`src/rtl/trng_health_mon.sv`:
```
// ============================================================================
//  Module      : trng_health_mon
//  Description : Online health monitor for a raw TRNG bit stream. Runs a
//                repetition-count test (RCT) and, optionally, an
//                adaptive-proportion test (APT) on every valid input bit.
//                Bits are forwarded one cycle later only while the monitor
//                is in RUN and the bit itself did not trip a test.
//  Options     : `define TRNG_HEALTH_APT_EN to build in the APT logic;
//                without it fail_code[1] is tied to 0 and only RCT can fail.
//  Revision    : 1.0 - initial release
// ----------------------------------------------------------------------------
//  Ports
//    clk         in   1  clock, all logic on rising edge
//    rstn        in   1  synchronous reset, ACTIVE HIGH despite the name
//    in_bit      in   1  raw entropy bit
//    in_valid    in   1  in_bit qualifier
//    clear_fail  in   1  pulse that leaves FAIL (ignored elsewhere)
//    out_bit     out  1  health-checked bit
//    out_valid   out  1  out_bit qualifier
//    healthy     out  1  high only while in RUN
//    fail_code   out  2  01 RCT, 10 APT, 11 both, 00 none
// ============================================================================
`default_nettype none

module trng_health_mon #(
  parameter int RCT_CUTOFF   = 8,
  parameter int APT_WINDOW   = 64,
  parameter int APT_CUTOFF   = 48,
  parameter int STARTUP_BITS = 128
) (
  input  logic       clk,
  input  logic       rstn,
  input  logic       in_bit,
  input  logic       in_valid,
  input  logic       clear_fail,
  output logic       out_bit,
  output logic       out_valid,
  output logic       healthy,
  output logic [1:0] fail_code
);

  localparam int RCT_W   = $clog2(RCT_CUTOFF) + 1;
  localparam int START_W = $clog2(STARTUP_BITS) + 1;

  typedef enum logic [1:0] {
    ST_STARTUP = 2'd0,
    ST_RUN     = 2'd1,
    ST_FAIL    = 2'd2
  } state_t;

  state_t             r_state;
  logic               r_out_bit;
  logic               r_out_valid;
  logic               r_healthy;
  logic [1:0]         r_fail_code;
  logic [START_W-1:0] r_start_cnt;
  logic [START_W-1:0] w_start_nxt;

  // Test counters advance on every valid bit outside FAIL and restart on
  // reset or on a clear from FAIL.
  logic w_cnt_adv;
  logic w_cnt_clr;
  assign w_cnt_adv = in_valid && (r_state != ST_FAIL);
  assign w_cnt_clr = rstn || ((r_state == ST_FAIL) && clear_fail);

  // --------------------------------------------------------------------------
  // Repetition-count test. A run count of zero marks "no bit seen yet", so
  // the first bit after a restart always starts a fresh run of one.
  // --------------------------------------------------------------------------
  logic [RCT_W-1:0] r_rct_run;
  logic [RCT_W-1:0] w_rct_run_nxt;
  logic             r_last;
  logic             w_rct_fail;

  always_comb begin
    w_rct_run_nxt = RCT_W'(1);
    if ((r_rct_run != '0) && (in_bit == r_last)) begin
      if (r_rct_run < RCT_W'(RCT_CUTOFF))
        w_rct_run_nxt = r_rct_run + RCT_W'(1);
      else
        w_rct_run_nxt = r_rct_run;
    end
    w_rct_fail = (w_rct_run_nxt >= RCT_W'(RCT_CUTOFF));
  end

  always_ff @(posedge clk) begin
    if (w_cnt_clr) begin
      r_rct_run <= '0;
      r_last    <= 1'b0;
    end else if (w_cnt_adv) begin
      r_rct_run <= w_rct_run_nxt;
      r_last    <= in_bit;
    end
  end

  // --------------------------------------------------------------------------
  // Adaptive-proportion test. A window count of zero (after restart) or of
  // APT_WINDOW (window complete) makes the incoming bit the new reference.
  // --------------------------------------------------------------------------
  logic w_apt_fail;

`ifdef TRNG_HEALTH_APT_EN
  localparam int WIN_W = $clog2(APT_WINDOW) + 1;
  localparam int MAT_W = $clog2(APT_CUTOFF) + 1;

  logic [WIN_W-1:0] r_apt_win;
  logic [WIN_W-1:0] w_apt_win_nxt;
  logic [MAT_W-1:0] r_apt_match;
  logic [MAT_W-1:0] w_apt_match_nxt;
  logic             r_apt_ref;
  logic             w_apt_ref_nxt;

  always_comb begin
    w_apt_win_nxt   = WIN_W'(1);
    w_apt_match_nxt = MAT_W'(1);
    w_apt_ref_nxt   = in_bit;
    if ((r_apt_win != '0) && (r_apt_win < WIN_W'(APT_WINDOW))) begin
      w_apt_win_nxt   = r_apt_win + WIN_W'(1);
      w_apt_ref_nxt   = r_apt_ref;
      w_apt_match_nxt = r_apt_match;
      if ((in_bit == r_apt_ref) && (r_apt_match < MAT_W'(APT_CUTOFF)))
        w_apt_match_nxt = r_apt_match + MAT_W'(1);
    end
    w_apt_fail = (w_apt_match_nxt >= MAT_W'(APT_CUTOFF));
  end

  always_ff @(posedge clk) begin
    if (w_cnt_clr) begin
      r_apt_win   <= '0;
      r_apt_match <= '0;
      r_apt_ref   <= 1'b0;
    end else if (w_cnt_adv) begin
      r_apt_win   <= w_apt_win_nxt;
      r_apt_match <= w_apt_match_nxt;
      r_apt_ref   <= w_apt_ref_nxt;
    end
  end
`else
  assign w_apt_fail = 1'b0;
`endif

  // Saturating startup bit count.
  always_comb begin
    w_start_nxt = r_start_cnt;
    if (r_start_cnt < START_W'(STARTUP_BITS))
      w_start_nxt = r_start_cnt + START_W'(1);
  end

  // --------------------------------------------------------------------------
  // Control FSM with registered outputs. A failing bit moves to FAIL on the
  // edge that samples it and is never forwarded.
  // --------------------------------------------------------------------------
  always_ff @(posedge clk) begin
    if (rstn) begin
      r_state     <= ST_STARTUP;
      r_start_cnt <= '0;
      r_out_bit   <= 1'b0;
      r_out_valid <= 1'b0;
      r_healthy   <= 1'b0;
      r_fail_code <= 2'b00;
    end else begin
      r_out_valid <= 1'b0;
      case (r_state)
        ST_STARTUP, ST_RUN: begin
          if (in_valid) begin
            if (w_rct_fail || w_apt_fail) begin
              r_state     <= ST_FAIL;
              r_healthy   <= 1'b0;
              r_fail_code <= {w_apt_fail, w_rct_fail};
            end else if (r_state == ST_RUN) begin
              r_out_bit   <= in_bit;
              r_out_valid <= 1'b1;
            end else begin
              r_start_cnt <= w_start_nxt;
              if (w_start_nxt == START_W'(STARTUP_BITS)) begin
                r_state   <= ST_RUN;
                r_healthy <= 1'b1;
              end
            end
          end
        end
        ST_FAIL: begin
          if (clear_fail) begin
            r_state     <= ST_STARTUP;
            r_start_cnt <= '0;
            r_fail_code <= 2'b00;
          end
        end
        default: begin
          r_state   <= ST_STARTUP;
          r_healthy <= 1'b0;
        end
      endcase
    end
  end

  assign out_bit   = r_out_bit;
  assign out_valid = r_out_valid;
  assign healthy   = r_healthy;
  assign fail_code = r_fail_code;

endmodule

`default_nettype wire
```
`config.mk`:
```
export PLATFORM = sky130hd
export DESIGN_NAME = trng_health_mon
export DESIGN_NICKNAME = d
export VERILOG_FILES = /design/src/rtl/trng_health_mon.sv
export SDC_FILE = /design/constraint.sdc
export NUM_CORES = 1
export LEC_CHECK = 0
export ABC_AREA = 1
export CAP_MARGIN = 20
export CORE_UTILIZATION = 55
export CTS_CLUSTER_SIZE = 14
export DETAILED_ROUTE_END_ITERATION = 8
export GPL_ROUTABILITY_DRIVEN = 0
export PLACE_DENSITY_LB_ADDON = 0.2
export SYNTH_ARGS = -nofsm -noshare
export SYNTH_HDL_FRONTEND = slang
export SYNTH_SLANG_ARGS = --single-unit
```
`constraint.sdc`:
```
create_clock -name clk -period 1.6 [get_ports clk]
set_input_delay 0.32 -clock clk [delete_from_list [all_inputs] [get_ports clk]]
set_output_delay 0.32 -clock clk [all_outputs]
set_load 0.1 [all_outputs]
```
==> key figures, run 1 <==
Clock network
  – Worst skew pair latency: about 310 ps
  – Hold_buf cts: 0
  – H-Tree Depth: 1
  – CTS tree: built
  – Worst-path clk slew: 100 ps
  – Clock buffer count from CTS: 3
  – Clock Tree Buf Depth: 2
  – CTS root buf: clkbuf_4
  – Clock sinks: 19

Routing
  – Drt drc: 0
  – Post-Route WL: around 2400 µm
  – Via count: about 1.1k
  – Pre-antenna DRT Iters: 4
  – Routed Antenna Nets: 0
  – Vias per inst: 5.102
  – Initial drt markers: 33
  – Wirelength per Cell: between 10 and 15 µm

Power
  – Comb power frac: ~17%
  – Internal power: 0.0006430 W
  – Pleak: ~0.62 nW
  – NetSw: 0.0002453 W
  – Power consumption: 0.0008883 W
  – Peak VDD IR: 0.5372 mV
  – PwrDens: 633.9 nW/µm²
  – Switching Fraction: between 20 and 30%
  – Clock power share: 28.1%
  – Part of the power in registers: a little under three fifths

Run status
  – Status: finished, final reports clean

STA
  – Worst Skew: 1.654 ps
  – Slew Viols, Final: 0
  – Period minus WS final: ~1500 ps
  – Period utilisation layout: 95.97%
  – Final setup viols: 0
  – Min Hold Slack: 342.5 ps
  – Fmax: ~0.65 GHz
  – Fin. Hold Viols: 0

Global route
  – GRT overflow: 0
  – Vias in the first global route: between 900 and 1k
  – First-pass GRT wire length: 3588 µm
  – Pin count of the biggest net entering global routing: 11
  – Total track usage: about a quarter
  – Antenna violations before repair: 0

Run
  – Max_cap viols: 0

Synth
  – Post-synth EDFFs: 0
  – Synth Instances: 168
  – Post-synthesis sequential area ratio: 35.39%
  – Average cell area after synthesis: about 6.4 µm²
  – Register bit total from synthesis: 19
  – Post-synth ARST share: 0%
  – Mapped cell area: between 1000 and 1500 µm²
  – Top cells by area, synth: dfxtp_1, nand2_1, inv_1, a21oi_1, nor2_1
  – Area leader, netlist: dfxtp_1
  – Ys flop type: dfxtp_1
  – Top cell type's share of synthesized area: between 30% and 40%
  – Synth Net Count: approximately 180
  – Synth cell types: 26
  – Synth Warn #: 0

Setup path
  – Critical Path RT: between 1500 and 2000 ps
  – R2r setup slk: roughly 64 ps
  – Cell Chain, Critical Path: inv_2 -> ha_4 -> nand3_2 -> nand3_2 -> nor2_4 -> nor2_4 -> nand2_4 -> nor2_4 -> nand2_1 -> a21oi_2
  – Setup crit start kind: flop
  – Worst stage delay on the critical path: roughly 350 ps
  – Critical path class: reg2reg
  – Worst setup EP type: flop
  – Critical-path maximum fanout: 8
  – Most frequent CP cell: nor2_4
  – Slowest cell on crit path: dfxtp_2
  – Crit path DAT: 1790 ps

Placed design
  – Port bufs: 8
  – Dpl cells: ~210
  – Placed wire-length estimate: about 1700 µm
  – Placed instance area: 1282 µm²

Cells and area
  – Fin util: between 70% and 80%
  – Final non-filler cell total: ~220
  – P&R area growth vs syn: 30.38%
  – Share of cells above drive strength 1: between 20% and 30%
  – Layout Cell Area excl Fill: between 1000 and 1500 µm²
  – # fillers: 122
  – Antenna Cells: 0
  – Nets: slightly below 200

Die
  – Core area: about 1800 µm²
  – Die area: between 2000 and 2500 µm²
  – Die width: 46.21 µm
  – Cell row count: 15
  – Initial Util: roughly three fifths
  – Ports: 10
  – Die Ht: between 40 and 50 µm

Min path
  – Worst hold path class: in2reg
## repair_timing
| action | 4_1_cts | 5_1_grt |
|---|---|---|
| buffers inserted | 0 | 2 |
| resized for setup | 0 | 21 |
| setup endpoints to repair | 0 | 10 |
## cells by family after synthesis
| kind of cell | synth area share, % |
|---|---|
| xor+xnor | 1.630 |
| fa+ha+maj | 3.493 |
| buf+inv | 10.48 |
| simple gates | 36.79 |
| other cells | 0.3489 |
| compound gates | 11.87 |
| flops | 35.39 |
## critical path, delay by kind of cell (launching register included)
| kind | cells | cell delay, ps |
|---|---|---|
| AO/OA/AOI/OAI | 1 | 120 |
| adder cells (fa/ha/maj) | 1 | 130 |
| flip-flops | 1 | 350 |
| buffers and inverters | 1 | 80 |
| AND/OR/NAND/NOR | 7 | 790 |
## per-stage QoR
stage,setup slack (ps),TNS (ps)
2_1_floorplan,158.8,0
4_1_cts,14.30,0
3_5_place_dp,-315.9,-3084
6_report,64.41,0
3_3_place_gp,-202.9,-1508
5_1_grt,-22.99,-92.39
## worst paths after layout
path | cells past startpoint | end | from
min | 3 | r_last | in_bit
min reg2reg | 2 | fail_code[0] | fail_code[0]
max reg2reg | 10 | r_start_cnt[6] | r_rct_run[1]
max | 10 | r_start_cnt[6] | r_rct_run[1]
## synthesized netlist by cell type, types with 2 or more instances
library cell	n
nand3_1	10
nand2_1	55
inv_2	5
nor2_1	15
o21bai_1	2
o21ai_0	4
nor2_4	2
ha_1	3
dfxtp_1	19
inv_1	22
o21ai_1	2
a21oi_1	15
## power by group through the flow
stage,Combinational (W),Sequential (W),Clock (W)
floorplan,0.0000797,0.000503,0
global placement,0.000123,0.000500,0
detailed placement,0.000129,0.000500,0
CTS,0.000130,0.000489,0.000253
global route,0.000163,0.000493,0.000274
finish,0.000147,0.000492,0.000250
## final cells by class
cell class | count | area (µm²) | share of cell area, %
repair buffers | 19 | 205.2 | 14.64
inverters | 27 | 101.3 | 7.232
clock buffers | 4 | 26.28 | 1.875
multi-input cells | 121 | 654.4 | 46.70
flip-flops and latches | 19 | 382.9 | 27.32
well taps | 25 | 31.28 | 2.232
## metal layers
| layer | vias up | global-route usage [%] | share of wire (%) |
|---|---|---|---|
| met5 | - | 0 | 0 |
| met4 | 0 | 10.59 | 1.9 |
| met3 | 5 | 3.529 | 2.4 |
| met2 | 21 | 41.41 | 49 |
| met1 | 502 | 27.92 | 47 |
| li1 | 569 | - | - |
## sequential cells by signal (all words and copies together) (netlist names)
register and cells:
r_start_cnt 8, r_rct_run 4, r_state 2, fail_code 1, healthy 1, out_bit 1
out_valid 1, r_last 1
## cells in the final DEF, fill, tap and decap left out, types with 2 or more instances in the layout
master	n
o21bai_1	2
o21ai_1	3
dfxtp_1	17
nand3_2	3
o21ai_0	3
nand2_2	5
dfxtp_2	2
nor2_4	3
buf_12	4
clkbuf_4	3
a21oi_1	10
a21oi_2	5
nand2_1	52
clkdlybuf4s50_1	3
buf_4	11
inv_1	21
nand3_1	8
nor2_1	14
inv_2	6
No activity file was read; power rests on OpenSTA's default activity.
==> inputs of run 2 (changes only) <==
--- a/config.mk
+++ b/config.mk
@@ -11,7 +11,7 @@
 export CTS_CLUSTER_SIZE = 14
 export DETAILED_ROUTE_END_ITERATION = 8
 export GPL_ROUTABILITY_DRIVEN = 0
-export PLACE_DENSITY_LB_ADDON = 0.2
+export PLACE_DENSITY = 0.77
 export SYNTH_ARGS = -nofsm -noshare
 export SYNTH_HDL_FRONTEND = slang
 export SYNTH_SLANG_ARGS = --single-unit
==> run 2 against run 1 <==
  * Cell count fell by 0.93%
  * Sequential power barely moved
  * Cell area down 4.5%
  * Hold slack improved by 150 ps
  * First-iteration DRC count fell by 6.1%
  * Non-clock buffer count down 1
  * Global-route usage increased by 0.91 points
  * Highest routed layer unchanged
  * Critical endpoint is now r_start_cnt[7]
==> key figures, run 2 (same netlist as run 1, synthesis figures left out) <==
Clock network
  – Clock sinks: 19 (unchanged)
  – Worst skew pair latency: 300 ps (about the same)
  – H-Tree Depth: 1 (unchanged)
  – Worst-path clk slew: 100 ps (about the same)
  – CTS tree: built
  – Hold_buf cts: 0 (unchanged)
  – Clock Tree Buf Depth: 2 (unchanged)
  – CTS root buf: clkbuf_4
  – Clock buffer count from CTS: 3 (unchanged)

Setup path
  – Worst stage delay on the critical path: 550 ps (+200 ps)
  – Most frequent CP cell: nor2_4
  – Cell Chain, Critical Path: clkdlybuf4s50_1 -> xnor2_2 -> nand3_2 -> nor2_4 -> nor2_4 -> nand2_4 -> nor2_4 -> a21oi_1 -> nor2_1
  – Family with the most delay on the worst path: simple AND/OR/NAND/NOR gates
  – R2R depth: 10 (unchanged)
  – Critical Path RT: 1810 ps (-40 ps)
  – Critical-path maximum fanout: 9 (+1)
  – Slowest cell on crit path: clkdlybuf4s50_1
  – Critical path class: in2reg
  – Crit path DAT: 1720 ps (-70 ps)
  – Buffers & Inverters on Critical Path: 1 (unchanged)
  – WP depth: 9 (-1)
  – Setup crit start kind: input pin
  – Worst setup EP type: flop

Placed design
  – Port bufs: 8 (unchanged)
  – Placed wire-length estimate: 1809 µm (+5.1%)

STA
  – Slew Viols, Final: 0 (unchanged)
  – Setup_tns: 0 ps (unchanged)
  – Min Hold Slack: 493.6 ps (+151.2 ps)
  – Worst Skew: 2.373 ps (+0.7194 ps)
  – Period minus WS final: 1507 ps (-28.67 ps)
  – Fmax: 0.6636 GHz (+1.9%)
  – Fin. Hold Viols: 0 (unchanged)
  – Period utilisation layout: 94.18% (-1.8 points)
  – Final setup viols: 0 (unchanged)

Min path
  – Worst hold path depth: 2 (-1)
  – Worst hold path class: reg2reg

Routing
  – Vias per inst: 5.085 (-0.35%)
  – Initial drt markers: 31 (-6.1%)
  – Pre-antenna DRT Iters: 5 (+1)
  – Routed Antenna Nets: 0 (unchanged)
  – Post-Route WL: 2401 µm (+1.3%)
  – Drt drc: 0 (unchanged)
  – Via count: 1083 (-1.3%)
  – Wirelength per Cell: 11.27 µm (+2.2%)

Cells and area
  – Max reg flops: 8 (unchanged)
  – P&R area growth vs syn: 24.56%
  – Reg with most FFs: r_start_cnt
  – Top Registers: r_start_cnt: 8 flops, r_rct_run: 4 flops, r_state: 2 flops
  – Antenna Cells: 0 (unchanged)
  – Share of cells above drive strength 1: 17.02% (-7.7 points)
  – Nets: 197 (-1.0%)
  – Commonest non-fill, non-tap cells in the layout: nand2_1, inv_1, dfxtp_1, a21oi_1, nor2_1
  – Commonest non-fill, non-tap cell in the layout: nand2_1

Power
  – Pleak: 0.5984 nW (-3.7%)
  – Peak VDD IR: 0.7204 mV (+34%)
  – PwrDens: 648.2 nW/µm² (+2.3%)
  – Power consumption: 0.0008678 W (-2.3%)

Die
  – Die width: 46.21 µm (unchanged)
  – Die area: 2135 µm² (unchanged)
  – Die Ht: 46.21 µm (unchanged)
  – Ports: 10 (unchanged)
  – Initial Util: 60.28% (unchanged)
  – Cell row count: 15 (unchanged)
  – Core area: 1783 µm² (unchanged)

Global route
  – Total track usage: 24.49% (+0.91 points)
  – Met2 Use GR: 45.35% (+3.9 points)
  – Vias in the first global route: 954 (+5.6%)
  – GR Util met1: 26.32% (-1.6 points)
  – GRT Max-Usage Layer: met2
  – First-pass GRT wire length: 3739 µm (+4.2%)
  – Pin count of the biggest net entering global routing: 11 (unchanged)
  – GRT overflow: 0 (unchanged)
  – Antenna violations before repair: 0 (unchanged)
  – Met3 Use GR: 3.137% (-0.39 points)

Run status
  – Status: finished, final reports clean

Run
  – Max_cap viols: 0 (unchanged)
[run 2: changes by cell type in the layout (fill, tap and decap cells not counted), moves of 2 or more]
cell and change:
a21oi_1 +5, a21oi_2 -5, nand2_2 -4, nand2_1 +3, dfxtp_1 +2, dfxtp_2 -2, ha_1 +2
[run 2: per-stage QoR]
stage                     setup slack [ps]  utilization (%)  instances  cell area (µm²)
after CTS                            33.08            73.82        212             1316
after detailed placement            -331.4            71.93        208             1282
after floorplan                      158.8                -        168             1075
after global routing                -1.606            75.09        213             1339
after global placement              -213.7            71.93        208             1282
final                                93.07            75.09        213             1339
[run 2: final cells by class]
class | instances | area, µm²
sequential | 19 | 380.4
inverter | 27 | 101.3
multi-input combinational | 120 | 604.3
timing repair buffer | 18 | 195.2
fill | 141 | 444.2
clock buffer | 4 | 26.28
tap | 25 | 31.28
[run 2: worst min-delay path, delay by kind of cell (launching register included)]
family	cells	cell delay, ps
buffers and inverters	1	60
flip-flops	1	350
AO/OA/AOI/OAI	1	50
[run 2: routing by layer]
layer  vias to the layer above  part of all wire (%)
met2                        26                    51
met4                         0                   1.6
met5                         -                     0
met3                         4                   3.1
met1                       490                    45
li1                        563                     -
[run 2: report_power, final]
part | internal [W] | switching [W] | total [W]
clock | 0.0000973 | 0.000147 | 0.000244
sequential | 0.000483 | 0.00000648 | 0.000490
combinational | 0.0000544 | 0.0000796 | 0.000134
total | 0.000635 | 0.000233 | 0.000868
[run 2: timing repair]
item,CTS,global route
gates resized for setup,1,4
setup endpoints to repair,1,4
pin swaps,0,1
setup buffers,0,1
[run 2: final timing paths]
path | from | end | slack, ps
hold / removal | fail_code[0] | fail_code[0] | 490
hold reg to reg | fail_code[0] | fail_code[0] | 490
setup / recovery | in_bit | r_start_cnt[7] | 90
setup reg to reg | r_rct_run[1] | r_start_cnt[7] | 110
